**src/rtl/enable_table_loader_if.sv**
```systemverilog
// Signal bundle between the enable-table loader, the configuration memory
// and the enable-table write port. The loader drives the master modport.
//
// Handshake: `start` is a request that the loader samples only while idle;
// `busy` high means the loader is not ready and further requests are
// dropped. `cfg_rd_en` is a read strobe whose data returns on
// `cfg_rd_data` exactly one cycle later with no back-pressure.
// `table_we` is a single-cycle write strobe qualifying `table_write_addr`
// and `table_val`.
interface enable_table_loader_if #(
    parameter int CONFIG_BITS   = 4,
    parameter int CFG_ADDR_BITS = CONFIG_BITS + 7
);
    logic                     start;
    logic [CONFIG_BITS-1:0]   config_sel;
    logic                     cfg_rd_en;
    logic [CFG_ADDR_BITS-1:0] cfg_rd_addr;
    logic [7:0]               cfg_rd_data;
    logic                     table_we;
    logic [8:0]               table_write_addr;
    logic [1:0]               table_val;
    logic                     busy;
    logic                     cpu_hold;
    logic                     done;
    logic                     table_valid;

    modport master (
        input  start, config_sel, cfg_rd_data,
        output cfg_rd_en, cfg_rd_addr, table_we, table_write_addr, table_val,
        output busy, cpu_hold, done, table_valid
    );

    modport slave (
        output start, config_sel, cfg_rd_data,
        input  cfg_rd_en, cfg_rd_addr, table_we, table_write_addr, table_val,
        input  busy, cpu_hold, done, table_valid
    );
endinterface

```
**src/rtl/enable_table_loader.sv**
```systemverilog
// Copies the 128-byte image of one stored configuration into the 512-entry
// RAM/bus enable table, four 2-bit entries per byte, holding the CPU off
// the bus for the whole load. Per byte: RD, CAP, then four WR cycles.
module enable_table_loader #(
    parameter int CONFIG_BITS   = 4,
    parameter int CFG_ADDR_BITS = CONFIG_BITS + 7
) (
    input  logic                  fpga_clk,
    input  logic                  reset_n,
    enable_table_loader_if.master bus,
    output logic [1:0]            dbg_state_o
);

    typedef enum logic [1:0] {
        S_IDLE = 2'd0,
        S_RD   = 2'd1,
        S_CAP  = 2'd2,
        S_WR   = 2'd3
    } state_e;

    state_e                 state_q, state_d;
    logic [1:0]             k_q, k_d;
    logic [6:0]             byte_idx_q, byte_idx_d;
    logic [CONFIG_BITS-1:0] config_sel_q, config_sel_d;
    logic [7:0]             shreg_q, shreg_d;
    logic                   done_q, done_d;
    logic                   table_valid_q, table_valid_d;

    // State and datapath registers; reset abandons any load in progress.
    always_ff @(posedge fpga_clk or negedge reset_n) begin
        if (!reset_n) begin
            state_q       <= S_IDLE;
            k_q           <= 2'd0;
            byte_idx_q    <= 7'd0;
            config_sel_q  <= '0;
            shreg_q       <= 8'd0;
            done_q        <= 1'b0;
            table_valid_q <= 1'b0;
        end else begin
            state_q       <= state_d;
            k_q           <= k_d;
            byte_idx_q    <= byte_idx_d;
            config_sel_q  <= config_sel_d;
            shreg_q       <= shreg_d;
            done_q        <= done_d;
            table_valid_q <= table_valid_d;
        end
    end

    // Next-state logic: walk bytes 0..127, four entry writes per byte.
    always_comb begin
        state_d       = state_q;
        k_d           = k_q;
        byte_idx_d    = byte_idx_q;
        config_sel_d  = config_sel_q;
        shreg_d       = shreg_q;
        done_d        = 1'b0;
        table_valid_d = table_valid_q;
        case (state_q)
            S_IDLE: begin
                if (bus.start) begin
                    state_d       = S_RD;
                    config_sel_d  = bus.config_sel;
                    byte_idx_d    = 7'd0;
                    table_valid_d = 1'b0;
                end
            end
            S_RD: begin
                state_d = S_CAP;
            end
            S_CAP: begin
                // Read data is valid now, one cycle after the strobe.
                state_d = S_WR;
                shreg_d = bus.cfg_rd_data;
                k_d     = 2'd0;
            end
            S_WR: begin
                // Entry k is always in the low two bits after k shifts.
                shreg_d = {2'b00, shreg_q[7:2]};
                k_d     = k_q + 2'd1;
                if (k_q == 2'd3) begin
                    if (byte_idx_q == 7'd127) begin
                        state_d       = S_IDLE;
                        done_d        = 1'b1;
                        table_valid_d = 1'b1;
                    end else begin
                        state_d    = S_RD;
                        byte_idx_d = byte_idx_q + 7'd1;
                    end
                end
            end
            default: state_d = S_IDLE;
        endcase
    end

    // Outputs decode straight from registers; nothing passes through from
    // start or cfg_rd_data. The read address only changes on entry to RD,
    // so it naturally holds its last value elsewhere.
    assign bus.cfg_rd_en        = (state_q == S_RD);
    assign bus.cfg_rd_addr      = CFG_ADDR_BITS'({config_sel_q, byte_idx_q});
    assign bus.table_we         = (state_q == S_WR);
    assign bus.table_write_addr = (state_q == S_WR) ? {byte_idx_q, k_q} : 9'd0;
    assign bus.table_val        = (state_q == S_WR) ? shreg_q[1:0] : 2'd0;
    assign bus.busy             = (state_q != S_IDLE);
    assign bus.cpu_hold         = (state_q != S_IDLE);
    assign bus.done             = done_q;
    assign bus.table_valid      = table_valid_q;
    assign dbg_state_o          = state_q;

endmodule

```
**src/flat_wrapper.sv**
```systemverilog
// flat-port wrapper written by rule: the top's interface ports become plain ports
module enable_table_loader_flat 
#(
    parameter int CONFIG_BITS   = 4,
    parameter int CFG_ADDR_BITS = CONFIG_BITS + 7
)
  (fpga_clk, reset_n, dbg_state_o, bus_start, bus_config_sel, bus_cfg_rd_data, bus_cfg_rd_en, bus_cfg_rd_addr, bus_table_we, bus_table_write_addr, bus_table_val, bus_busy, bus_cpu_hold, bus_done, bus_table_valid);
  enable_table_loader_if #(.CONFIG_BITS(CONFIG_BITS), .CFG_ADDR_BITS(CFG_ADDR_BITS)) bus_i ();
  input  logic fpga_clk;
  input  logic reset_n;
  output logic [1:0] dbg_state_o;
  input wire logic [$bits(bus_i.start)-1:0] bus_start;
  input wire logic [$bits(bus_i.config_sel)-1:0] bus_config_sel;
  input wire logic [$bits(bus_i.cfg_rd_data)-1:0] bus_cfg_rd_data;
  output wire logic [$bits(bus_i.cfg_rd_en)-1:0] bus_cfg_rd_en;
  output wire logic [$bits(bus_i.cfg_rd_addr)-1:0] bus_cfg_rd_addr;
  output wire logic [$bits(bus_i.table_we)-1:0] bus_table_we;
  output wire logic [$bits(bus_i.table_write_addr)-1:0] bus_table_write_addr;
  output wire logic [$bits(bus_i.table_val)-1:0] bus_table_val;
  output wire logic [$bits(bus_i.busy)-1:0] bus_busy;
  output wire logic [$bits(bus_i.cpu_hold)-1:0] bus_cpu_hold;
  output wire logic [$bits(bus_i.done)-1:0] bus_done;
  output wire logic [$bits(bus_i.table_valid)-1:0] bus_table_valid;
  assign bus_i.start = bus_start;
  assign bus_i.config_sel = bus_config_sel;
  assign bus_i.cfg_rd_data = bus_cfg_rd_data;
  assign bus_cfg_rd_en = bus_i.cfg_rd_en;
  assign bus_cfg_rd_addr = bus_i.cfg_rd_addr;
  assign bus_table_we = bus_i.table_we;
  assign bus_table_write_addr = bus_i.table_write_addr;
  assign bus_table_val = bus_i.table_val;
  assign bus_busy = bus_i.busy;
  assign bus_cpu_hold = bus_i.cpu_hold;
  assign bus_done = bus_i.done;
  assign bus_table_valid = bus_i.table_valid;
  enable_table_loader #(.CONFIG_BITS(CONFIG_BITS), .CFG_ADDR_BITS(CFG_ADDR_BITS)) u_core (.fpga_clk(fpga_clk), .reset_n(reset_n), .bus(bus_i), .dbg_state_o(dbg_state_o));
endmodule
```
**config.mk**
```make
export PLATFORM = sky130hd
export DESIGN_NAME = enable_table_loader_flat
export DESIGN_NICKNAME = d
export VERILOG_FILES = /design/src/rtl/enable_table_loader_if.sv /design/src/rtl/enable_table_loader.sv /design/src/flat_wrapper.sv
export SDC_FILE = /design/constraint.sdc
export NUM_CORES = 1
export LEC_CHECK = 0
export ABC_CLOCK_PERIOD_IN_PS = 2320
export CAP_MARGIN = 20
export CORE_AREA = 10 10 89 52
export CTS_CLUSTER_SIZE = 12
export DETAILED_ROUTE_END_ITERATION = 12
export DIE_AREA = 0 0 99 62
export PLACE_DENSITY = 0.8
export REMOVE_ABC_BUFFERS = 1
export SYNTH_ARGS = -nofsm -noshare
export SYNTH_HDL_FRONTEND = slang
export SYNTH_SLANG_ARGS = --single-unit
```
**constraint.sdc**
```tcl
create_clock -name fpga_clk -period 2.32 [get_ports fpga_clk]
set_input_delay 0.232 -clock fpga_clk [delete_from_list [all_inputs] [get_ports fpga_clk]]
set_output_delay 0.232 -clock fpga_clk [all_outputs]
set_load 0.1 [all_outputs]
```
==> impl_metrics.py, run 1 <==
metrics = {
    "critical_path": {
        "path_cells": "ha_1 -> buf_4 -> inv_2 -> o22ai_2 -> or2_0 -> a221o_1",
        "end_kind": "flip-flop",
        "arrival_ns": 2.14,
        "cp_num_buf_inv": 2,
        "cp_data_required_time_ns": 2.48,
        "worstSetupPathType": "reg -> reg",
        "max_stage_delay_ns": 0.42,
        "crit_fanout": 10,
        "startpoint_type": "flip-flop",
        "crit_slowest_cell": "dfrtp_1",
        "critPathTopFamily": "compound AO/OA/AOI/OAI gates",
    },
    "grt": {
        "grt_pass1_wl_um": 5700,
        "grt_pass1_vias": 1129,
        "grt_antenna_before_repair": 0,
        "grt-ovfl-total": 0,
        "grt.total_usage_pct": 11.6,
        "grt_max_degree": 26,
    },
    "clocking": {
        "clkSinkCount": 25,
        "postCtsHoldBufs": 0,
        "cts_tree": "built",
        "post_cts_resized": 0,
        "clk_pin_slew_ns": 0.09,
        "cts_setup_buffers": 0,
        "cts.htree.levels": 1,
        "cts_root_buffer": "clkbuf_8",
        "clockBufferDepth": 2,
        "cts_buffers": 3,
        "clkLatencyLatePin_ns": 0.27,
    },
    "die": {
        "die_x_um": 99,
        "initial_core_util_pct": 41.8,
        "row_count": 15,
        "ios": 45,
        "design.core.area_sq_um": 3210,
        "die_h_um": 62,
        "dieArea_sq_um": 6140,
    },
    "logic_synthesis": {
        "post_synth_num_cell_types": 36,
        "yosysMostFrequentCell": "dfrtp_1",
        "syn-cell-area_sq_um": 1340,
        "syn_avg_cell_area_sq_um": 10.3,
        "synth_ff_type": "dfrtp_1",
        "seq_area_frac_synth_pct": 46.6,
        "synthArstFlopShare_pct": 100,
        "yosysTopAreaCellShare_pct": 46.6,
        "ys.warnings.count": 0,
        "yosysTopAreaCell": "dfrtp_1",
        "ys_ff_latch": 25,
        "synth_common_cells": "dfrtp_1, nand2_1, o21ai_0",
        "synth_edf_count": 0,
        "synthTopCellsByArea": "dfrtp_1, mux2i_1, ha_1",
        "postSynthCellCount": 130,
    },
    "routing": {
        "route.detailed.drc": 0,
        "firstDrtPassIters": 4,
        "viasPerCell": 5.13,
        "wl_per_cell_um": 16.1,
        "drtIter0Drc": 92,
        "ant_nets": 0,
        "num_vias": 1109,
        "wirelength_um": 3470,
    },
    "timing": {
        "finalCritPeriodShare_pct": 85.3,
        "worst_pin_slew_ns": 0.619,
        "final_hold_viol_count": 0,
        "hold_ws_ns": 0.315,
        "fin_skew_ns": 0.00260,
        "setup_viol_count_final": 0,
        "drv_slew": 0,
        "max_freq_mhz": 506,
        "tns_ns": 0,
        "period_needed_ns": 1.98,
        "relSlewSlack_pct": 58.7,
        "rsz0062_at_grt": "false",
    },
    "finish": {
        "instances_no_fill": 216,
        "drive_gt1_share_pct": 29.3,
        "antennaDiodeCount": 0,
        "fin_nets": 197,
        "final_core_util_pct": 60.5,
        "syn_to_final_growth_pct": 44.8,
    },
    "power": {
        "clockPowerShare_pct": 35.0,
        "p_sw_mw": 0.152,
        "p_int_mw": 0.583,
        "powerDensity_nw_per_um2": 379,
        "pwr-share-comb_pct": 5.6,
        "power.leakage_nw": 0.958,
        "swShare_pct": 20.7,
        "ir_worst_vdd_mv": 0.234,
        "p_seq_share_pct": 59.3,
    },
    "run_status": {
        "status": "finished clean",
    },
    "placement": {
        "globalplace.congestion": 0.911,
        "io_buffers": 44,
        "post-dp-hpwl_um": 2910,
        "dp.cells": 212,
    },
    "worst_hold_path": {
        "hold_path.class": "in -> async",
    },
    "flow_run": {
        "max_cap_viol_count": 0,
    },
}
## area by class of cell
cell class | count | area, sq um
Tap cell | 42 | 52.6
Clock buffer | 3 | 41.3
Clock inverter | 1 | 7.51
Multi-Input combinational cell | 87 | 636
Inverter | 11 | 41.3
Fill cell | 256 | 1270
Sequential cell | 25 | 626
Timing Repair Buffer | 47 | 538
## routing by layer
metal / vias up / routed length [um] / track usage, %
met3: 4 / 209 / 3.42
met4: 0 / 38 / 3.25
met1: 521 / 1640 / 14.9
met5: - / 0 / 0
li1: 538 / - / -
met2: 46 / 1580 / 18.8
## worst reg2reg max path, delay by kind of cell (launching register included)
family	cells	cell delay [ns]
AND/OR/NAND/NOR	1	0.35
flip-flops	1	0.42
buffers and inverters	2	0.32
adder cells (fa/ha/maj)	1	0.31
AO/OA/AOI/OAI	2	0.47
## final timing paths
kind                       cells after the start                         startpoint                          endpoint  slack, ns
max                                            6  u_core.dbg_state_o[0]$_DFFE_PN0P_  u_core.byte_idx_q[2]$_DFFE_PN0P_       0.34
min                                            2                            reset_n         u_core.bus.done$_DFF_PN0_       0.31
max reg2reg                                    6  u_core.dbg_state_o[0]$_DFFE_PN0P_  u_core.byte_idx_q[2]$_DFFE_PN0P_       0.34
min reg2reg                                    2      u_core.shreg_q[2]$_DFFE_PN0P_     u_core.shreg_q[0]$_DFFE_PN0P_       0.49
max in group asynchronous                      2                            reset_n  u_core.byte_idx_q[3]$_DFFE_PN0P_       1.76
min in group fpga_clk                          2      u_core.shreg_q[2]$_DFFE_PN0P_     u_core.shreg_q[0]$_DFFE_PN0P_       0.49
## cells by family after synthesis
| group | after synthesis | synth area share, % |
|---|---|---|
| AOI/OAI and AO/OA | 26 | 13.4 |
| xor gates and xnor gates | 1 | 0.653 |
| adders and majority gates | 7 | 6.53 |
| buffers and inverters | 18 | 5.97 |
| DFF | 25 | 46.6 |
| muxes | 14 | 10.9 |
| and+or+nand+nor | 39 | 15.9 |
## state kept, by name (all words and copies together) (netlist names)
| register | count |
|---|---|
| u_core.shreg_q | 8 |
| u_core.byte_idx_q | 7 |
| u_core.config_sel_q | 4 |
| u_core.dbg_state_o | 2 |
| u_core.k_q | 2 |
| u_core.bus.done | 1 |
| u_core.bus.table_valid | 1 |
## layout by cell type, fill, tap and decap left out, drive strengths merged, types with 3 or more instances in the layout
cell type and count:
o21ai 12, nand2 15, mux2i 9, mux2 5
and2 9, clkbuf 3, nor2 4, nand3 4
buf 33, ha 7, inv 11, dfrtp 25
clkdlybuf4s50 14, a21oi 3
## power by group through the flow
stage / logic [mW] / clock network, mW / registers (mW)
2_1_floorplan: 0.00674 / 0 / 0.445
3_3_place_gp: 0.0414 / 0 / 0.445
3_5_place_dp: 0.0425 / 0 / 0.445
4_1_cts: 0.0425 / 0.266 / 0.436
5_1_grt: 0.0465 / 0.283 / 0.436
6_report: 0.0415 / 0.258 / 0.436
## metrics by stage
stage | cell area, sq um | setup slack, ns | power [mW]
after detailed placement | 1890 | 0.369 | 0.487
final | 1940 | 0.342 | 0.735
after CTS | 1940 | 0.362 | 0.745
after floorplan | 1300 | -1.39 | 0.452
after global routing | 1940 | 0.155 | 0.766
after global placement | 1890 | 0.434 | 0.486
(Power assumes the default switching activity.)
==> inputs of run 2 (changes only) <==
- CELL_PAD_IN_SITES_DETAIL_PLACEMENT: not set -> 1
- CELL_PAD_IN_SITES_GLOBAL_PLACEMENT: not set -> 1
- CORE_AREA: 10 10 89 52 -> 10 10 100 58
- DIE_AREA: 0 0 99 62 -> 0 0 110 68
==> run 2 against run 1 <==
  * Worst setup slack worse by 0.11 ns
  * Core utilization is 13 points lower
  * Sequential share of layout area fell by 0.37 points
  * Critical endpoint unchanged
  * Count of clock-buffer cells in the layout grew 1
  * Highest routed layer unchanged
  * Largest cell class unchanged
  * Cell count rose by 7.4%
  * Largest power group unchanged
  * First-iteration DRC count down 57%
  * Critical path depth stayed put
  * Clock skew rose by 0.0061 ns
  * Design area up 1.2%
==> impl_metrics.py, run 2 (synthesized netlist as in run 1, its figures left out) <==
metrics = {
    "die": {
        "die_h_um": 68,
        "row_count": 17,
        "design.core.area_sq_um": 4150,
        "die_x_um": 110,
        "ios": 45,
        "initial_core_util_pct": 32.3,
        "dieArea_sq_um": 7480,
    },
    "timing": {
        "drv_slew": 0,
        "layout_setup_ws_ns": 0.232,
        "max_freq_mhz": 479,
        "finalCritPeriodShare_pct": 90.0,
        "fin_skew_ns": 0.00868,
        "worst_pin_slew_ns": 0.624,
        "relSlewSlack_pct": 58.4,
        "setup_viol_count_final": 0,
        "final_hold_viol_count": 0,
        "period_needed_ns": 2.09,
        "rsz0062_at_grt": "false",
        "hold_ws_ns": 0.321,
    },
    "routing": {
        "routed-wl-met2_um": 1950,
        "ant_nets": 0,
        "route.detailed.drc": 0,
        "m1WireLength_um": 1830,
        "viasPerCell": 4.72,
        "drtIter0Drc": 40,
        "top_layer_used": "met4",
        "wirelength_um": 4010,
        "num_vias": 1095,
        "wl_per_cell_um": 17.3,
        "wl_met3_um": 207,
        "firstDrtPassIters": 4,
    },
    "critical_path": {
        "path_cells": "ha_1 -> buf_4 -> inv_2 -> o22ai_2 -> or2_0 -> a221o_1",
        "timing.rr.start": "u_core.dbg_state_o[0]$_DFFE_PN0P_",
        "path_depth": 6,
        "critPathTopFamily": "compound AO/OA/AOI/OAI gates",
        "critPathCapture": "u_core.byte_idx_q[2]$_DFFE_PN0P_",
        "r2r_end": "u_core.byte_idx_q[2]$_DFFE_PN0P_",
        "cp_data_required_time_ns": 2.47,
        "worstSetupPathType": "reg -> reg",
        "end_kind": "flip-flop",
        "cp_num_buf_inv": 2,
        "cp-startpoint": "u_core.dbg_state_o[0]$_DFFE_PN0P_",
        "max_stage_delay_ns": 0.42,
        "crit_fanout": 14,
        "crit_slowest_cell": "dfrtp_1",
        "r2r_slack_ns": 0.23,
        "startpoint_type": "flip-flop",
        "arrival_ns": 2.24,
        "r2r_cells": 6,
    },
    "clocking": {
        "cts_tree": "built",
        "cts_buffers": 3,
        "cts_root_buffer": "clkbuf_8",
        "cts.htree.levels": 1,
        "postCtsHoldBufs": 0,
        "cts_setup_buffers": 0,
        "clockBufferDepth": 2,
        "clkSinkCount": 25,
        "post_cts_resized": 0,
        "clkLatencyLatePin_ns": 0.27,
        "clk_pin_slew_ns": 0.09,
    },
    "finish": {
        "syn_to_final_growth_pct": 46.5,
        "reg.largest.list": "u_core.shreg_q x8, u_core.byte_idx_q x7, u_core.config_sel_q x4",
        "antennaDiodeCount": 0,
        "final_core_util_pct": 47.4,
        "layout_common_cells": "dfrtp_1, buf_4, clkdlybuf4s50_1, nand2_1",
        "drive_gt1_share_pct": 29.1,
        "multi_input_area_sq_um": 636,
        "largest_register_ffs": 8,
        "fin_nets": 198,
        "fin_area_sq_um": 1960,
        "nFillCells": 476,
        "layout_commonest_cell": "dfrtp_1",
        "regMostFlops": "u_core.shreg_q",
        "regArea_sq_um": 626,
    },
    "power": {
        "power.leakage_nw": 0.963,
        "power.total_mw": 0.737,
        "ir_worst_vdd_mv": 0.200,
        "powerDensity_nw_per_um2": 375,
    },
    "grt": {
        "grt_pass1_wl_um": 6470,
        "grt_max_degree": 26,
        "grt-ovfl-total": 0,
        "grt.total_usage_pct": 11.1,
        "grt_pass1_vias": 1206,
        "grt_antenna_before_repair": 0,
    },
    "placement": {
        "place_area_sq_um": 1920,
        "preCtsSetupSlack_ns": 0.261,
        "post-dp-hpwl_um": 3380,
        "io_buffers": 44,
        "globalplace.congestion": 0.865,
    },
    "run_status": {
        "status": "finished clean",
    },
    "worst_hold_path": {
        "hold_path.class": "in -> async",
    },
    "flow_run": {
        "max_cap_viol_count": 0,
    },
}
-- run 2: report_power, final --
part | switching (mW) | internal (mW)
clock network | 0.136 | 0.123
registers | 0 | 0.436
logic | 0.0166 | 0.0255
total | 0.153 | 0.584
-- run 2: cell type report --
cell class | count | area share (%)
repair buffers | 48 | 27.8
inverters | 11 | 2.10
well taps | 57 | 3.63
flip-flops and latches | 25 | 31.8
multi-input cells | 87 | 32.4
clock buffers | 4 | 2.29
-- run 2: stage by stage --
| step | setup TNS, ns | instances |
|---|---|---|
| 2_1_floorplan | -32.41 | 123 |
| 3_3_place_gp | 0 | 228 |
| 3_5_place_dp | 0 | 228 |
| 4_1_cts | 0 | 232 |
| 5_1_grt | 0 | 232 |
| 6_report | 0 | 232 |
-- run 2: worst min path at each step --
stage	start	to	slack, ns	cells after the start
floorplan	reset_n	u_core.bus.done$_DFF_PN0_	-0.06	0
global placement	u_core.shreg_q[6]$_DFFE_PN0P_	u_core.shreg_q[4]$_DFFE_PN0P_	0.47	2
detailed placement	u_core.shreg_q[5]$_DFFE_PN0P_	u_core.shreg_q[3]$_DFFE_PN0P_	0.47	2
CTS	reset_n	u_core.bus.done$_DFF_PN0_	0.34	2
global route	reset_n	u_core.byte_idx_q[4]$_DFFE_PN0P_	0.35	2
finish	reset_n	u_core.byte_idx_q[4]$_DFFE_PN0P_	0.32	2
-- run 2: layer usage --
metal,track usage (%),vias to the layer above
met5,0,-
met4,1.94,0
met3,3.66,2
met2,18.4,23
met1,14.1,528
li1,-,542
